## src/rtl/jk_flipflop_bank.sv

```systemverilog
`default_nettype none
// ============================================================================
//  Module   : jk_flipflop_bank
//  Brief    : Bank of WIDTH edge-triggered JK flip-flops with complementary
//             outputs. Supports per-bit JK, parallel load, and up/down
//             counting built from JK toggle chains.
//  Revision : 1.0 - initial release
// ============================================================================
module jk_flipflop_bank #(
    parameter int               WIDTH     = 4,
    parameter logic [WIDTH-1:0] RESET_VAL = '0
) (
    input  logic             clk,
    input  logic             reset,   // asynchronous, active-low
    input  logic             en,
    input  logic [1:0]       mode,
    input  logic [WIDTH-1:0] j,
    input  logic [WIDTH-1:0] k,
    input  logic [WIDTH-1:0] d,
    output logic [WIDTH-1:0] q,
    output logic [WIDTH-1:0] qn,
    output logic             tc
);

    localparam logic [1:0] c_MODE_JK   = 2'b00;
    localparam logic [1:0] c_MODE_LOAD = 2'b01;
    localparam logic [1:0] c_MODE_UP   = 2'b10;
    localparam logic [1:0] c_MODE_DOWN = 2'b11;

    logic [WIDTH-1:0] r_q;
    logic [WIDTH-1:0] w_j;
    logic [WIDTH-1:0] w_k;
    logic [WIDTH-1:0] w_q_next;
    logic [WIDTH-1:0] w_ones_below;   // bit i: all bits below i are 1
    logic [WIDTH-1:0] w_zeros_below;  // bit i: all bits below i are 0

    // Bit 0 has no lower bits, so it always toggles when counting.
    assign w_ones_below[0]  = 1'b1;
    assign w_zeros_below[0] = 1'b1;

    generate
        for (genvar i = 1; i < WIDTH; i++) begin : g_chain
            assign w_ones_below[i]  = w_ones_below[i-1]  &  r_q[i-1];
            assign w_zeros_below[i] = w_zeros_below[i-1] & ~r_q[i-1];
        end
    endgenerate

    // Map every mode onto effective J/K inputs so one JK equation serves all.
    always_comb begin
        w_j = '0;
        w_k = '0;
        case (mode)
            c_MODE_JK: begin
                w_j = j;
                w_k = k;
            end
            c_MODE_LOAD: begin
                w_j = d;
                w_k = ~d;
            end
            c_MODE_UP: begin
                w_j = w_ones_below;
                w_k = w_ones_below;
            end
            c_MODE_DOWN: begin
                w_j = w_zeros_below;
                w_k = w_zeros_below;
            end
            default: begin
                w_j = '0;
                w_k = '0;
            end
        endcase
    end

    // JK characteristic equation per bit: Q+ = J&~Q | ~K&Q.
    generate
        for (genvar i = 0; i < WIDTH; i++) begin : g_bit
            assign w_q_next[i] = (w_j[i] & ~r_q[i]) | (~w_k[i] & r_q[i]);
        end
    endgenerate

    // State register: async reset dominates, enable gates every update.
    always_ff @(posedge clk or negedge reset) begin
        if (!reset) begin
            r_q <= RESET_VAL;
        end else if (en) begin
            r_q <= w_q_next;
        end
    end

    assign q  = r_q;
    assign qn = ~r_q;

    // Terminal count is suppressed while disabled or held in reset.
    assign tc = en & reset &
                (((mode == c_MODE_UP)   & (&r_q)) |
                 ((mode == c_MODE_DOWN) & ~(|r_q)));

endmodule
`default_nettype wire
```

## config.mk

```make
export PLATFORM = sky130hd
export DESIGN_NAME = jk_flipflop_bank
export DESIGN_NICKNAME = d
export VERILOG_FILES = /design/src/rtl/jk_flipflop_bank.sv
export SDC_FILE = /design/constraint.sdc
export NUM_CORES = 1
export LEC_CHECK = 0
export CAP_MARGIN = 25
export CORE_AREA = 2 2 39 41
export DETAILED_ROUTE_END_ITERATION = 8
export DIE_AREA = 0 0 41 43
export PLACE_DENSITY = 0.78
export SLEW_MARGIN = 20
export SYNTH_ARGS = -nofsm -noshare
export SYNTH_HDL_FRONTEND = slang
export SYNTH_SLANG_ARGS = --single-unit
```

## constraint.sdc

```tcl
create_clock -name clk -period 2.9 [get_ports clk]
set_input_delay 0.29 -clock clk [delete_from_list [all_inputs] [get_ports clk]]
set_output_delay 0.29 -clock clk [all_outputs]
set_load 0.05 [all_outputs]
```

==> run_results.csv, run 1 <==
group,metric,value,unit
yosys,synth_common_cells,"a21oi_1 (8), inv_1 (7), nand2_1 (6), o21ai_0 (5), dfrtp_1 (4)",
finish,layout-drive-gt1-share,13.9,%
yosys,synthArstFlopShare,100,%
die,start_util,30.9,%
placement,place_area,666,um2
routing,viasPerCell,5.05,
placement,dpl.hpwl,881,um
power_and_ir_drop,vdd_drop_max,445,uV
die,dieHeight,43,um
yosys,synth_top_area_share,23.4,%
power_and_ir_drop,leakagePower,0.286,nW
sta,fin_setup_tns,0,ps
cts,cts.reportedPaths.clkPinSlew,40,ps
cts,cts_sinks,4,
min_path,hold_path_class,"in -> async",
die,die-width,41,um
sta,fin_crit_sh,76.1,%
yosys,avgSynthCellArea,7.92,um2
critical_path,cp_cell_sequence,"clkdlybuf4s50_1, nor4b_2, nand2_1, a21oi_1, buf_4",
finish,fillCellCount,136,
die,core-area,1380,um2
yosys,synthCells,54,
yosys,yosysSeqAreaShare,23.4,%
finish,syn2layout_area_growth,60.8,%
critical_path,cp-start-kind,"input pin",
routing,vias,480,
global_route,grt_usage,15.3,%
critical_path,worst-path-buf-inv,2,
die,ios,26,
sta,worst_clock_skew,3.57,ps
critical_path,cp-end-kind,"output port",
global_route,overflow,0,
yosys,synth_mux_area_share,7.02,%
cts,clk_path_buf_depth,2,
sta,fmax,453,MHz
sta,slew_viol_final,0,
sta,hold_viol_final,0,
global_route,grt_pass1_wl,1860,um
global_route,grt_max_degree,18,
critical_path,cpPeakStageDelay,840,ps
routing,dr.pass1.iters,2,
finish,diodes,0,
placement,io_buffers,25,
critical_path,reg2reg_from,"q[0]",
routing,drt-initial-drc-count,6,
job,drv_cap,0,
routing,final_antenna_net_count,0,
yosys,yosys.area_share.simple,22.5,%
cts,post_cts_buffers,0,
yosys,ys_warn_count,0,
cts,htreeDepth,1,
finish,fin_area,688,um2
critical_path,cp.arrival,1920,ps
routing,wl_per_cell,11.9,um
yosys,synth-seq-cells,4,
yosys,synth_area_leaders,"dfrtp_1 (23%), a21oi_1 (9.4%), mux2i_1 (7.0%)",
cts,cts_tree,"yes",
sta,rsz0062_at_grt,"false",
finish,seqCellArea,100,um2
cts,cts-root-buf,"clkbuf_4",
finish,fin_nets,98,
yosys,synth-xor-area-share,2.05,%
yosys,synthAdderAreaFrac,0,%
critical_path,crit_start,"mode[0]",
yosys,synth_top_family_by_area,"compound AO/OA/AOI/OAI gates",
yosys,synth.distinct_cells,26,
critical_path,cp_slowest_cell,"clkdlybuf4s50_1",
global_route,antenna_found_initial,0,
routing,drcViolationCount,0,
power_and_ir_drop,powerDensity,733,nW/um2
routing,routed_wl,1130,um
critical_path,critical_path_class,"in -> out",
cts,numCtsBuffers,3,
yosys,synth_area,428,um2
outcome,status,"finished, final reports clean",
cts,cts-resized-gates,0,
critical_path,cp.required,2610,ps
yosys,synth-main-ff-cell,"dfrtp_1",
global_route,grt_pass1_vias,474,
die,die_area,1760,um2
cts,clock_latency,240,ps
yosys,synth_edf_count,0,
cts,cts_hold_buf,0,
yosys,synth_compound_area_share,31.9,%
critical_path,critPathMaxFanout,17,
sta,setup-violations-final,0,
finish,multi_input_area,272,um2
sta,worst_slew_pin_slew,577,ps
finish,largest_reg_flops,4,
placement,place.gp.congestion,0.782,
critical_path,critPathTopFamily,"buffers and inverters",
die,row_count,14,
sta,relSlewSlack,61.4,%
sta,min_period,2210,ps
yosys,yosys.area.top_type,"dfrtp_1",
yosys,synth_nets,71,
yosys,synth_most_common_cell,"a21oi_1",
## where the power goes
group,internal [W],switching (W),total [W],leakage [nW]
logic,0.000122,0.000204,0.000326,0.225
registers,0.0000751,0.0000320,0.000107,0.0471
clock network,0.0000464,0.0000246,0.0000710,0.0138
total,0.000244,0.000261,0.000504,0.286
## area by class of cell
| class | count | share of cell area [%] |
|---|---|---|
| flip-flops and latches | 4 | 14.5 |
| clock buffers | 3 | 3.27 |
| inverters | 7 | 3.82 |
| multi-input cells | 40 | 39.5 |
| repair buffers | 25 | 36.0 |
| well taps | 16 | 2.91 |
## final timing paths
check                       end  depth (start not counted)  slack [ps]
setup / recovery             tc                          5         690
hold / removal             q[3]                          1         260
setup reg to reg           q[2]                          4        1430
hold reg to reg            q[2]                          2         660
max in group asynchronous  q[1]                          1        2460
min in group clk           q[2]                          2         660
## layer usage
metal / vias to the layer above / share of wire, % / GRT usage [%]
li1: 247 / - / -
met1: 213 / 41 / 17.6
met2: 20 / 50 / 25.9
met3: 0 / 8.7 / 6.28
met4: 0 / 0 / 2.00
met5: - / 0 / 0
## per-stage QoR
stage          total power (W)  hold WS (ps)  setup WS, ps  cells  utilization (%)
3_5_place_dp          0.000435           516           679     92             48.1
2_1_floorplan         0.000318         -5.59           697     54                -
3_3_place_gp          0.000434           515           727     92             48.1
5_1_grt               0.000532           276           572     95             49.7
4_1_cts               0.000510           260           678     95             49.7
6_report              0.000504           262           693     95             49.7
## cell families (layout without fill, tap and decap cells)
family,count (synthesis),after routing
AO/OA/AOI/OAI,20,20
AND/OR/NAND/NOR,16,16
buffers and inverters,10,35
flip-flops,4,4
multiplexers,3,3
XOR/XNOR,1,1
## cell usage in the layout (no fill, tap or decap)
cell type | netlist | layout
a31o_2 | 1 | 1
dfrtp_1 | 4 | 4
nand3_1 | 1 | 1
clkbuf_4 | 0 | 3
clkdlybuf4s50_1 | 0 | 24
o41ai_1 | 1 | 1
or3b_1 | 1 | 1
and4b_2 | 1 | 1
o22ai_2 | 1 | 1
nor4_1 | 1 | 1
o21ai_0 | 5 | 5
nor2_1 | 2 | 2
o221a_1 | 1 | 1
inv_1 | 7 | 7
buf_4 | 0 | 1
mux2i_1 | 3 | 3
nand2b_2 | 1 | 1
a21oi_1 | 8 | 8
or2_2 | 1 | 1
o22ai_1 | 1 | 1
nand2_1 | 6 | 6
o221ai_2 | 1 | 1
nor4b_2 | 1 | 1
a211o_1 | 1 | 1
nor3_1 | 1 | 1
xor2_1 | 1 | 1
Power figures use the tool's default switching activity.
==> inputs of run 2 (changes only) <==
clock period = 2.1 ns   (was 2.9 ns; I/O delays follow)
==> run 2 against run 1 <==
  * Highest routed layer is now met4
  * Total power increased by 38%
  * Global-route usage decreased by 0.46 points
  * Cell area rose by 3.5%
  * Critical path depth did not move
  * Non-clock buffer count increased by 1
  * Cell count up 1.1%
  * Largest cell class unchanged
  * Clock power is 37% higher
==> run_results.csv, run 2 (synthesis results as in run 1) <==
group,metric,value,unit
cts,cts-resized-gates,0,
critical_path,cp-end-kind,"output port",
routing,drt-initial-drc-count,5,
finish,fin_nets,99,
critical_path,endpoint,"tc",
sta,rsz0062_at_grt,"false",
die,row_count,14,
critical_path,cp.required,1890,ps
job,drv_cap,0,
routing,drcViolationCount,0,
critical_path,reg2reg_to,"q[2]",
critical_path,rrSetupSlack,710,ps
cts,clock_latency,240,ps
sta,fin_crit_sh,87.7,%
global_route,grt_max_degree,11,
sta,fmax,543,MHz
global_route,grt_pass1_wl,1800,um
sta,slew_viol_final,0,
die,die_area,1760,um2
sta,min_period,1840,ps
global_route,grt_pass1_vias,461,
finish,fin_util,51.4,%
critical_path,crit_start,"mode[0]",
cts,cts_tree,"yes",
critical_path,critical_path_class,"in -> out",
routing,vias,494,
finish,mostFrequentLayoutCells,"clkdlybuf4s50_1 (24), inv_1 (7), a21oi_1 (7), nand2_1 (6), o21ai_0 (5)",
critical_path,cp-start-kind,"input pin",
routing,final_antenna_net_count,0,
sta,worst_clock_skew,3.30,ps
finish,diodes,0,
cts,numCtsBuffers,3,
finish,layout-drive-gt1-share,16.3,%
cts,cts_hold_buf,0,
die,ios,26,
finish,syn2layout_area_growth,66.4,%
finish,largest_reg_flops,4,
sta,fin_setup_tns,0,ps
sta,hold_viol_final,0,
outcome,status,"finished, final reports clean",
cts,post_cts_buffers,0,
sta,setup-violations-final,0,
die,dieHeight,43,um
global_route,antenna_found_initial,0,
routing,viasPerCell,5.15,
routing,routed_wl,1100,um
finish,mostFrequentLayoutCell,"clkdlybuf4s50_1",
global_route,overflow,0,
cts,cts_sinks,4,
critical_path,reg2reg_depth,4,
cts,htreeDepth,1,
routing,wl_per_cell,11.5,um
cts,clk_path_buf_depth,2,
sta,relSlewSlack,66.1,%
placement,place_area,689,um2
global_route,grt_usage,14.9,%
die,start_util,30.9,%
power_and_ir_drop,leakagePower,0.293,nW
placement,io_buffers,25,
power_and_ir_drop,powerDensity,978,nW/um2
critical_path,reg2reg_from,"q[0]",
finish,fillCellCount,136,
die,die-width,41,um
cts,cts.reportedPaths.clkPinSlew,40,ps
sta,hold_ws,200,ps
cts,cts-root-buf,"clkbuf_4",
sta,worst_slew_pin_slew,507,ps
routing,dr.pass1.iters,4,
min_path,hold_path_class,"in -> async",
critical_path,cp.arrival,1630,ps
power_and_ir_drop,vdd_drop_max,513,uV
finish,fin_area,712,um2
die,core-area,1380,um2
critical_path,critPathMaxFanout,10,
placement,place.gp.congestion,0.709,
==> run 2: layer usage <==
metal | share of wire [%] | GRT usage [%]
met4 | 0.73 | 10.0
met5 | 0 | 0
met3 | 9.3 | 3.14
met1 | 44 | 18.4
met2 | 46 | 21.9
==> run 2: area by class of cell <==
type	instances	area [um2]	area share, %
Timing Repair Buffer	26	268	37.6
Multi-Input combinational cell	40	275	38.7
Sequential cell	4	100	14.1
Clock buffer	3	22.5	3.16
Tap cell	16	20.0	2.81
Inverter	7	26.3	3.69
==> run 2: metrics by stage <==
step,setup slack (ps),power [W],std cells
floorplan,248,0.000440,54
global placement,268,0.000595,93
detailed placement,254,0.000601,93
CTS,250,0.000705,96
global route,179,0.000733,96
finish,258,0.000696,96
==> run 2: worst min path at each step <==
stage / slack [ps] / endpoint / from
after floorplan: -90 / q[0] / reset
after global placement: 450 / q[3] / reset
after detailed placement: 460 / q[3] / reset
after CTS: 200 / q[1] / reset
after global routing: 200 / q[1] / reset
final: 200 / q[1] / reset
==> run 2: critical path: stages <==
cell,delay (ps)
clkdlybuf4s50_1,660
nor4b_2,300
nand2_1,110
a21oi_2,190
buf_12,160
==> run 2: power breakdown <==
part / switching (W) / total [W] / leakage (nW) / internal (W)
Sequential: 0.0000433 / 0.000147 / 0.0471 / 0.000104
Combinational: 0.000281 / 0.000452 / 0.232 / 0.000171
Clock: 0.0000331 / 0.0000971 / 0.0138 / 0.0000640
Total: 0.000358 / 0.000696 / 0.293 / 0.000339
